<file path="config.mk">
export PLATFORM = sky130hd
export DESIGN_NAME = muldiv_unit
export DESIGN_NICKNAME = d
export VERILOG_FILES = /design/src/rtl/muldiv_unit.sv
export SDC_FILE = /design/constraint.sdc
export NUM_CORES = 1
export LEC_CHECK = 0
export CAP_MARGIN = 20
export CORE_MARGIN = 1
export CORE_UTILIZATION = 28
export CTS_BUF_LIST = sky130_fd_sc_hd__clkbuf_16
export DETAILED_ROUTE_END_ITERATION = 16
export DONT_BUFFER_PORTS = 1
export SLEW_MARGIN = 25
export SYNTH_ARGS = -nofsm -noshare
export SYNTH_HDL_FRONTEND = slang
export SYNTH_SLANG_ARGS = --single-unit
</file>
<file path="constraint.sdc">
create_clock -name Clock -period 5.02 [get_ports Clock]
set_input_delay 1.004 -clock Clock [delete_from_list [all_inputs] [get_ports Clock]]
set_output_delay 1.004 -clock Clock [all_outputs]
set_load 0.05 [all_outputs]
</file>
<file path="src/rtl/muldiv_unit.sv">
// muldiv_unit: iterative multiply/divide unit for the RV32M M extension.
// Products use a shift-add loop and quotients use a restoring loop, each
// taking one iteration per clock over XLEN clocks. A sign-fix cycle
// follows the loop. Division by zero and signed division overflow skip
// the loop and complete through a one-cycle SPECIAL state instead.
module muldiv_unit #(
  parameter int XLEN = 32
) (
  input  logic            Clock,
  input  logic            Reset,
  input  logic            start,
  input  logic [2:0]      funct3,
  input  logic [XLEN-1:0] opA,
  input  logic [XLEN-1:0] opB,
  output logic            busy,
  output logic            done,
  output logic [XLEN-1:0] result
);

  localparam int CW = $clog2(XLEN);

  localparam logic [1:0] S_IDLE    = 2'd0;
  localparam logic [1:0] S_RUN     = 2'd1;
  localparam logic [1:0] S_FIX     = 2'd2;
  localparam logic [1:0] S_SPECIAL = 2'd3;

  localparam logic [2:0] F_MUL    = 3'b000;
  localparam logic [2:0] F_MULH   = 3'b001;
  localparam logic [2:0] F_MULHSU = 3'b010;
  localparam logic [2:0] F_DIV    = 3'b100;
  localparam logic [2:0] F_REM    = 3'b110;

  localparam logic [XLEN-1:0] MIN_NEG  = {1'b1, {(XLEN-1){1'b0}}};
  localparam logic [XLEN-1:0] ALL_ONES = {XLEN{1'b1}};

  // Two's-complement negation, wrapping modulo 2^XLEN.
  function automatic logic [XLEN-1:0] neg_x(input logic [XLEN-1:0] v);
    neg_x = ~v + {{(XLEN-1){1'b0}}, 1'b1};
  endfunction

  // Two's-complement negation of the double-width product.
  function automatic logic [2*XLEN-1:0] neg_2x(input logic [2*XLEN-1:0] v);
    neg_2x = ~v + {{(2*XLEN-1){1'b0}}, 1'b1};
  endfunction

  // Control state (reset) and datapath state (no reset)
  logic [1:0]        state_q, state_d;
  logic [CW-1:0]     cnt_q, cnt_d;
  logic              done_q, done_d;
  logic [XLEN-1:0]   result_q, result_d;
  logic [2:0]        fn_q, fn_d;
  logic [XLEN-1:0]   a_mag_q, a_mag_d;
  logic [XLEN-1:0]   b_mag_q, b_mag_d;
  logic [2*XLEN-1:0] acc_q, acc_d;
  logic              neg_q, neg_d;

  // Operand decode at capture time
  logic              a_signed_in, b_signed_in, a_neg_in, b_neg_in;
  logic              is_div_in, div_zero_in, div_ovf_in;
  logic [XLEN-1:0]   a_mag_in, b_mag_in, special_res_in;

  // Iteration datapath
  logic [XLEN:0]     ml_sum;
  logic [2*XLEN-1:0] mul_step;
  logic [XLEN:0]     dv_part, dv_diff;
  logic [2*XLEN-1:0] div_step;
  logic [2*XLEN-1:0] prod_fix;
  logic [XLEN-1:0]   quo_fix, rem_fix, fix_res;

  // Sign interpretation, magnitudes and early-exit detection of new operands.
  always_comb begin
    a_signed_in = (funct3 == F_MULH) || (funct3 == F_MULHSU) ||
                  (funct3 == F_DIV)  || (funct3 == F_REM);
    b_signed_in = (funct3 == F_MULH) || (funct3 == F_DIV) || (funct3 == F_REM);
    a_neg_in    = a_signed_in && opA[XLEN-1];
    b_neg_in    = b_signed_in && opB[XLEN-1];
    a_mag_in    = a_neg_in ? neg_x(opA) : opA;
    b_mag_in    = b_neg_in ? neg_x(opB) : opB;
    is_div_in   = funct3[2];
    div_zero_in = is_div_in && (opB == {XLEN{1'b0}});
    div_ovf_in  = ((funct3 == F_DIV) || (funct3 == F_REM)) &&
                  (opA == MIN_NEG) && (opB == ALL_ONES);
    // funct3[1] separates the remainder forms from the quotient forms
    if (div_zero_in) begin
      special_res_in = funct3[1] ? opA : ALL_ONES;
    end else begin
      special_res_in = funct3[1] ? {XLEN{1'b0}} : MIN_NEG;
    end
  end

  // One shift-add or restoring-division step on the shared accumulator.
  always_comb begin
    // Multiply: acc = {partial product, remaining multiplier bits}
    ml_sum   = {1'b0, acc_q[2*XLEN-1:XLEN]} +
               {1'b0, (acc_q[0] ? a_mag_q : {XLEN{1'b0}})};
    mul_step = {ml_sum, acc_q[XLEN-1:1]};
    // Divide: acc = {remainder, dividend bits shifting into quotient}
    dv_part  = acc_q[2*XLEN-1:XLEN-1];
    dv_diff  = dv_part - {1'b0, b_mag_q};
    if (dv_diff[XLEN]) begin
      div_step = {dv_part[XLEN-1:0], acc_q[XLEN-2:0], 1'b0};
    end else begin
      div_step = {dv_diff[XLEN-1:0], acc_q[XLEN-2:0], 1'b1};
    end
  end

  // Sign correction and half/quotient/remainder selection after the loop.
  always_comb begin
    prod_fix = neg_q ? neg_2x(acc_q) : acc_q;
    quo_fix  = neg_q ? neg_x(acc_q[XLEN-1:0]) : acc_q[XLEN-1:0];
    rem_fix  = neg_q ? neg_x(acc_q[2*XLEN-1:XLEN]) : acc_q[2*XLEN-1:XLEN];
    case (fn_q)
      F_MUL:          fix_res = prod_fix[XLEN-1:0];
      3'b001, 3'b010,
      3'b011:         fix_res = prod_fix[2*XLEN-1:XLEN];
      3'b100, 3'b101: fix_res = quo_fix;
      default:        fix_res = rem_fix;
    endcase
  end

  // Next-state logic for the IDLE/RUN/FIX/SPECIAL sequencer.
  always_comb begin
    state_d  = state_q;
    cnt_d    = cnt_q;
    done_d   = 1'b0;
    result_d = result_q;
    fn_d     = fn_q;
    a_mag_d  = a_mag_q;
    b_mag_d  = b_mag_q;
    acc_d    = acc_q;
    neg_d    = neg_q;
    case (state_q)
      S_IDLE: begin
        if (start) begin
          fn_d    = funct3;
          a_mag_d = a_mag_in;
          b_mag_d = b_mag_in;
          cnt_d   = {CW{1'b0}};
          // Remainder takes the dividend sign; everything else the XOR
          neg_d   = funct3[2] && funct3[1] ? a_neg_in : (a_neg_in ^ b_neg_in);
          if (div_zero_in || div_ovf_in) begin
            state_d = S_SPECIAL;
            acc_d   = {{XLEN{1'b0}}, special_res_in};
          end else begin
            state_d = S_RUN;
            acc_d   = {{XLEN{1'b0}}, (is_div_in ? a_mag_in : b_mag_in)};
          end
        end
      end
      S_RUN: begin
        acc_d = fn_q[2] ? div_step : mul_step;
        if (cnt_q == CW'(XLEN-1)) begin
          state_d = S_FIX;
          cnt_d   = {CW{1'b0}};
        end else begin
          cnt_d = cnt_q + CW'(1);
        end
      end
      S_FIX: begin
        result_d = fix_res;
        done_d   = 1'b1;
        state_d  = S_IDLE;
      end
      S_SPECIAL: begin
        result_d = acc_q[XLEN-1:0];
        done_d   = 1'b1;
        state_d  = S_IDLE;
      end
      default: state_d = S_IDLE;
    endcase
  end

  // Control registers; reset aborts any operation in flight.
  always_ff @(posedge Clock) begin
    if (Reset) begin
      state_q  <= S_IDLE;
      cnt_q    <= {CW{1'b0}};
      done_q   <= 1'b0;
      result_q <= {XLEN{1'b0}};
    end else begin
      state_q  <= state_d;
      cnt_q    <= cnt_d;
      done_q   <= done_d;
      result_q <= result_d;
    end
  end

  // Datapath registers; only meaningful while the sequencer is active.
  always_ff @(posedge Clock) begin
    fn_q    <= fn_d;
    a_mag_q <= a_mag_d;
    b_mag_q <= b_mag_d;
    acc_q   <= acc_d;
    neg_q   <= neg_d;
  end

  assign busy   = (state_q != S_IDLE);
  assign done   = done_q;
  assign result = result_q;

endmodule

</file>
# ---- Yosys cells after proc, flatten, opt, wreduce, memory -nomap -nowiden
# Cells that the tools add are included.
dict set report totals {
  register_bits 172
  input_bits 70
  out_inout_bits 34
  wordCells 91
}
dict set report classes {
  add_sub_neg 8
  n_eq_ne 17
  muxes 26
  bitwise 6
  n_reduce_logical 25
}
# cell count
set op_table {}
lappend op_table {{two-way mux 32 bit} 10}
lappend op_table {{two-way mux 64 bit} 4}
lappend op_table {{adder 32 x 1 -> 32 bit (second input constant)} 4}
lappend op_table {{inverter 32 bit} 4}
lappend op_table {{one-hot mux 64 bit (2 select lines)} 1}
lappend op_table {{one-hot mux 32 bit (3 select lines)} 1}
lappend op_table {{adder 64 x 1 -> 64 bit (second input constant)} 1}
lappend op_table {{equality test 32 bit (second input constant)} 2}
lappend op_table {{inverter 64 bit} 1}
lappend op_table {{one-hot mux 32 bit (2 select lines)} 1}
lappend op_table {{adder 32 x 32 -> 33 bit} 1}
lappend op_table {{subtractor 33 x 32 -> 33 bit} 1}
lappend op_table {{zero test 32 bit} 1}
lappend op_table {{equality test 3 bit (second input constant)} 4}
lappend op_table {{two-way mux 5 bit} 2}
lappend op_table {{one-hot mux 5 bit (2 select lines)} 1}
lappend op_table {{equality test 3 x 2 -> 1 bit (second input constant)} 3}
lappend op_table {{logical OR 1 bit} 7}
lappend op_table {{equality test 3 x 1 -> 1 bit (second input constant)} 2}
lappend op_table {{logical AND 1 bit} 6}
lappend op_table {{two-way mux 2 bit} 3}
lappend op_table {{one-hot mux 2 bit (3 select lines)} 1}
lappend op_table {{AND reduction 2 bit} 3}
lappend op_table {{nonzero test 2 bit} 3}
lappend op_table {{11 further kinds} 15}

# ---- Logic depth before layout (Yosys ltp)
dict set report logic_depth {
  depth_word 10
  depth_mapped 14
  mapped_depth_nobuf 13
}

# ---- Worst setup path before layout
# OpenSTA, ideal clock, no wires.
dict set report synth_path {
  kind {input-to-reg}
  startpoint {input start}
  endpoint {register acc_q[0] (enable)}
  setup_ns 0.418
  arrival_time_ns 3.997
  required_time_ns 4.602
  slack_ns 0.605
  stages 4
  path_buffers 0
  path_cell_list {nand2_1 inv_1 nor2_1 inv_1}
}
dict set report synth_between {
  elab_chain_cells 2
}
# element line
set synth_lines {}
lappend synth_lines {{start: declaration} 11} ;# input logic start,
lappend synth_lines {{inequality test 2 bit (no line)} n/a}
lappend synth_lines {{AND reduction 2 bit (no line)} n/a}
lappend synth_lines {{end signal: assignment} 193} ;# acc_q <= acc_d;
lappend synth_lines {{end: declaration} 54} ;# logic [2*XLEN-1:0] acc_q, acc_d;
# No other way between the ends.
# A chain may end at the register's enable or synchronous reset.

# ---- Worst setup path in the final report
dict set report layout_path {
  startpoint {register acc_q[31]}
  endpoint {register acc_q[62], data pin}
}
dict set report layout_between {
  elab_chain_cells 4
}
# element line
set layout_lines {}
lappend layout_lines {{subtractor 33 x 32 -> 33 bit} 99} ;# dv_diff = dv_part - {1'b0, b_mag_q};
lappend layout_lines {{two-way mux 64 bit} 100} ;# if (dv_diff[XLEN]) begin
lappend layout_lines {{two-way mux 64 bit} 151} ;# acc_d = fn_q[2] ? div_step : mul_step;
lappend layout_lines {{one-hot mux 64 bit (2 select lines)} 132} ;# case (state_q)
# No other way between the ends.

==> flow_summary_export.csv <==
group,metric,value,unit
cts,cts_tree,"done",
cts,path_clk_slew,80,ps
detailed_routing,drt-pass1-iter-count,5,
sta,tns,0,ps
detailed_routing,num_vias,14294,
layout,final_cell_mix,"a21oi_1, o21ai_0, nand2_1",
sta,holdWs,475,ps
die,die_y,235,um
status,status,"finished, final reports clean",
global_routing,grt.total_usage,20.4,%
die,io_pins,104,
global_routing,use_met2,34.4,%
detailed_routing,viasPerCell,5.86,
critical_path,slowest_delay,540,ps
sta,worst_pin_slew,999,ps
die,rows,84,
sta,slew_violations,0,
critical_path,arrival,4460,ps
critical_path,crit_path_end,"acc_q[62]",
worst_hold_path,hold_path.class,"register to register",
sta,setup_viol,0,
sta,finalCritPeriodShare,85.2,%
global_routing,grt_pass1_vias,13627,
detailed_routing,drc,0,
sta,finalCriticalPeriod,4280,ps
placement,dpl_cell_area,0.0159,mm2
worst_hold_path,worstHoldStart,"cnt_q[4]",
die,die_x,235,um
yosys,async_reset_ff_share,0,%
layout,final_common_cell,"a21oi_1",
layout,synthToLayoutAreaGrowth,8.42,%
critical_path,reg2reg_slack,740,ps
critical_path,cp-start-kind,"register",
layout,drive_gt1_share,5.99,%
global_routing,met3_usage,3.71,%
global_routing,grt_first_pass_wirelength,85800,um
critical_path,setup.worst_path.start,"acc_q[31]",
cts,htreeDepth,4,
placement,detailed_place_hpwl,45400,um
critical_path,timing.rr.end,"acc_q[62]",
yosys,synth_seq_area_share,31.4,%
global_routing,antenna_found_initial,1,
critical_path,crit_family,"compound AO/OA/AOI/OAI gates",
global_routing,grt.busiest_layer,"met2",
cts,ctsHoldBuffers,0,
die,start_util,28.6,%
critical_path,crit_cells,14,
sta,rsz0062_at_grt,"no",
global_routing,grt_use_met1,25.7,%
layout,antenna_cells,0,
yosys,yosys_warnings,0,
critical_path,critPathCaptureType,"register",
critical_path,crit_path_top_delay_cell,"o311ai_1",
cts,cts-resized-gates,0,
global_routing,overflow,0,
placement,placement.io_buffers,0,
layout,fillers,5544,
flow_run,max_cap_violations,0,
yosys,synth_cell_types,82,
cts,clock-root-buffer,"clkbuf_16",
critical_path,regToRegStartpoint,"acc_q[31]",
cts,clock_path_buffers,2,
detailed_routing,wl_per_cell,23.6,um
sta,hold_viol_final,0,
die,coreArea,0.0531,mm2
critical_path,path_max_fanout,18,
sta,fmax,234,MHz
critical_path,critPathKind,"register to register",
cts,clk-insertion-delay-late,470,ps
cts,cts.sink_count,172,
detailed_routing,antenna_left,0,
detailed_routing,drt-initial-drc-count,1602,
placement,gp_congestion,1.01,
die,dieArea,0.0552,mm2
yosys,synth_flop_cell,"edfxtp_1",
sta,fin_worst_skew,18.3,ps
yosys,syn_inst,1794,
detailed_routing,routed_wl,57700,um
yosys,syn_avg_cell_area,8.46,um2
critical_path,crit_buf_inv,2,
yosys,ys_ff_latch,172,
power,peakVddDrop,238,uV
critical_path,r2r_cells,14,
sta,relSlewSlack,33.3,%
layout,fin_nets,1883,
power,cellLeakagePower,6.26,nW
global_routing,grt_max_degree,98,
cts,cts_buffers,17,
layout,fin_area,0.0165,mm2
critical_path,crit_chain,"inv_1 > ha_1 > fa_1 > nor2b_1 > o211ai_1 > a21oi_1 > o21ai_0 > and3b_1 > o311ai_1 > a221oi_1 > xnor2_4 > buf_4 > mux2i_1 > a211oi_1",
yosys,syn-cell-area,0.0152,mm2
cts,cts_setup_buffers,0,
yosys,synth_edf_count,132,
critical_path,critical_path_required,5200,ps
power,power.density,323,mW/mm2
yosys,synthesis.nets,1937,
## cells in the mapped netlist, drive strengths merged, types with 15 or more instances
library cell	instances	share of area, %
nand4	26	1.1
o21ai	155	5.1
o21a	16	0.79
nand2	150	3.7
a31oi	21	0.87
xor2	75	4.3
o22ai	24	0.99
a211oi	17	0.84
ha	71	5.9
nor2	110	2.7
o211ai	21	1.0
nor3	29	0.96
o31ai	29	1.4
nor2b	25	1.0
nor4	22	1.2
nand2b	21	0.87
xnor2	93	5.4
a21oi	163	5.4
a21boi	15	0.74
or3	20	0.86
nand3	30	0.99
inv	65	1.6
a21o	46	2.3
and2	38	1.6
dfxtp	40	5.3
buf	15	0.52
mux2i	82	5.4
edfxtp	132	26
clkbuf	88	2.2
## per-stage QoR
step	utilization, %	total power (W)	worst slack [ps]	instances
final	31.0	0.00531	743	2441
after global routing	31.0	0.00553	536	2441
after CTS	31.0	0.00527	748	2441
after detailed placement	29.9	0.00392	754	2409
after global placement	29.9	0.00390	763	2409
after floorplan	-	0.00333	605	1794
## layer usage
| layer | share of wire (%) | up-vias |
|---|---|---|
| met5 | 0.023 | - |
| met4 | 3.8 | 2 |
| met3 | 7.3 | 119 |
| met2 | 47 | 684 |
| met1 | 42 | 6905 |
| li1 | - | 6584 |
## power breakdown
| group | total, W | internal, W | switching (W) | leakage (nW) |
|---|---|---|---|---|
| logic | 0.00195 | 0.000793 | 0.00115 | 4.36 |
| clock network | 0.00136 | 0.000664 | 0.000697 | 0.279 |
| registers | 0.00200 | 0.00172 | 0.000283 | 1.62 |
| total | 0.00531 | 0.00317 | 0.00214 | 6.26 |
## worst min path at each step
stage                to  cells after the start
3_3_place_gp   cnt_q[3]                      1
3_5_place_dp   cnt_q[3]                      1
6_report       cnt_q[4]                      2
2_1_floorplan  cnt_q[3]                      1
4_1_cts        cnt_q[3]                      1
5_1_grt        cnt_q[4]                      2
## logic make-up after synthesis
family,after synthesis,synth area share [%]
DFF,172,31.4
buffers and inverters,168,4.31
muxes,88,5.85
adders and majority gates,73,6.12
xor gates and xnor gates,168,9.74
and+or+nand+nor,527,17.8
AOI/OAI and AO/OA,598,24.8
## cell type report
cell class	count	area, um2	share of cell area (%)
Tap cell	688	861	5.23
Multi-Input combinational cell	1454	9790	59.5
Timing Repair Buffer	30	225	1.37
Sequential cell	172	4760	28.9
Inverter	65	244	1.48
Clock inverter	15	151	0.920
Clock buffer	17	425	2.58
## registers in the layout, indices dropped and copies added, names as in the netlist
signal	cells
fn_q	3
done	1
cnt_q	5
b_mag_q	32
acc_q	64
state_q	2
a_mag_q	32
neg_q	1
result	32
## worst reg2reg max path: stages, from the launching register on
cell and delay [ps]:
edfxtp_1 500, inv_1 160, ha_1 240, fa_1 420
nor2b_1 220, o211ai_1 180, a21oi_1 230, o21ai_0 130
and3b_1 220, o311ai_1 540, a221oi_1 260, xnor2_4 190
buf_4 310, mux2i_1 290, a211oi_1 110
Note: power is estimated with default switching activity, not from simulation.
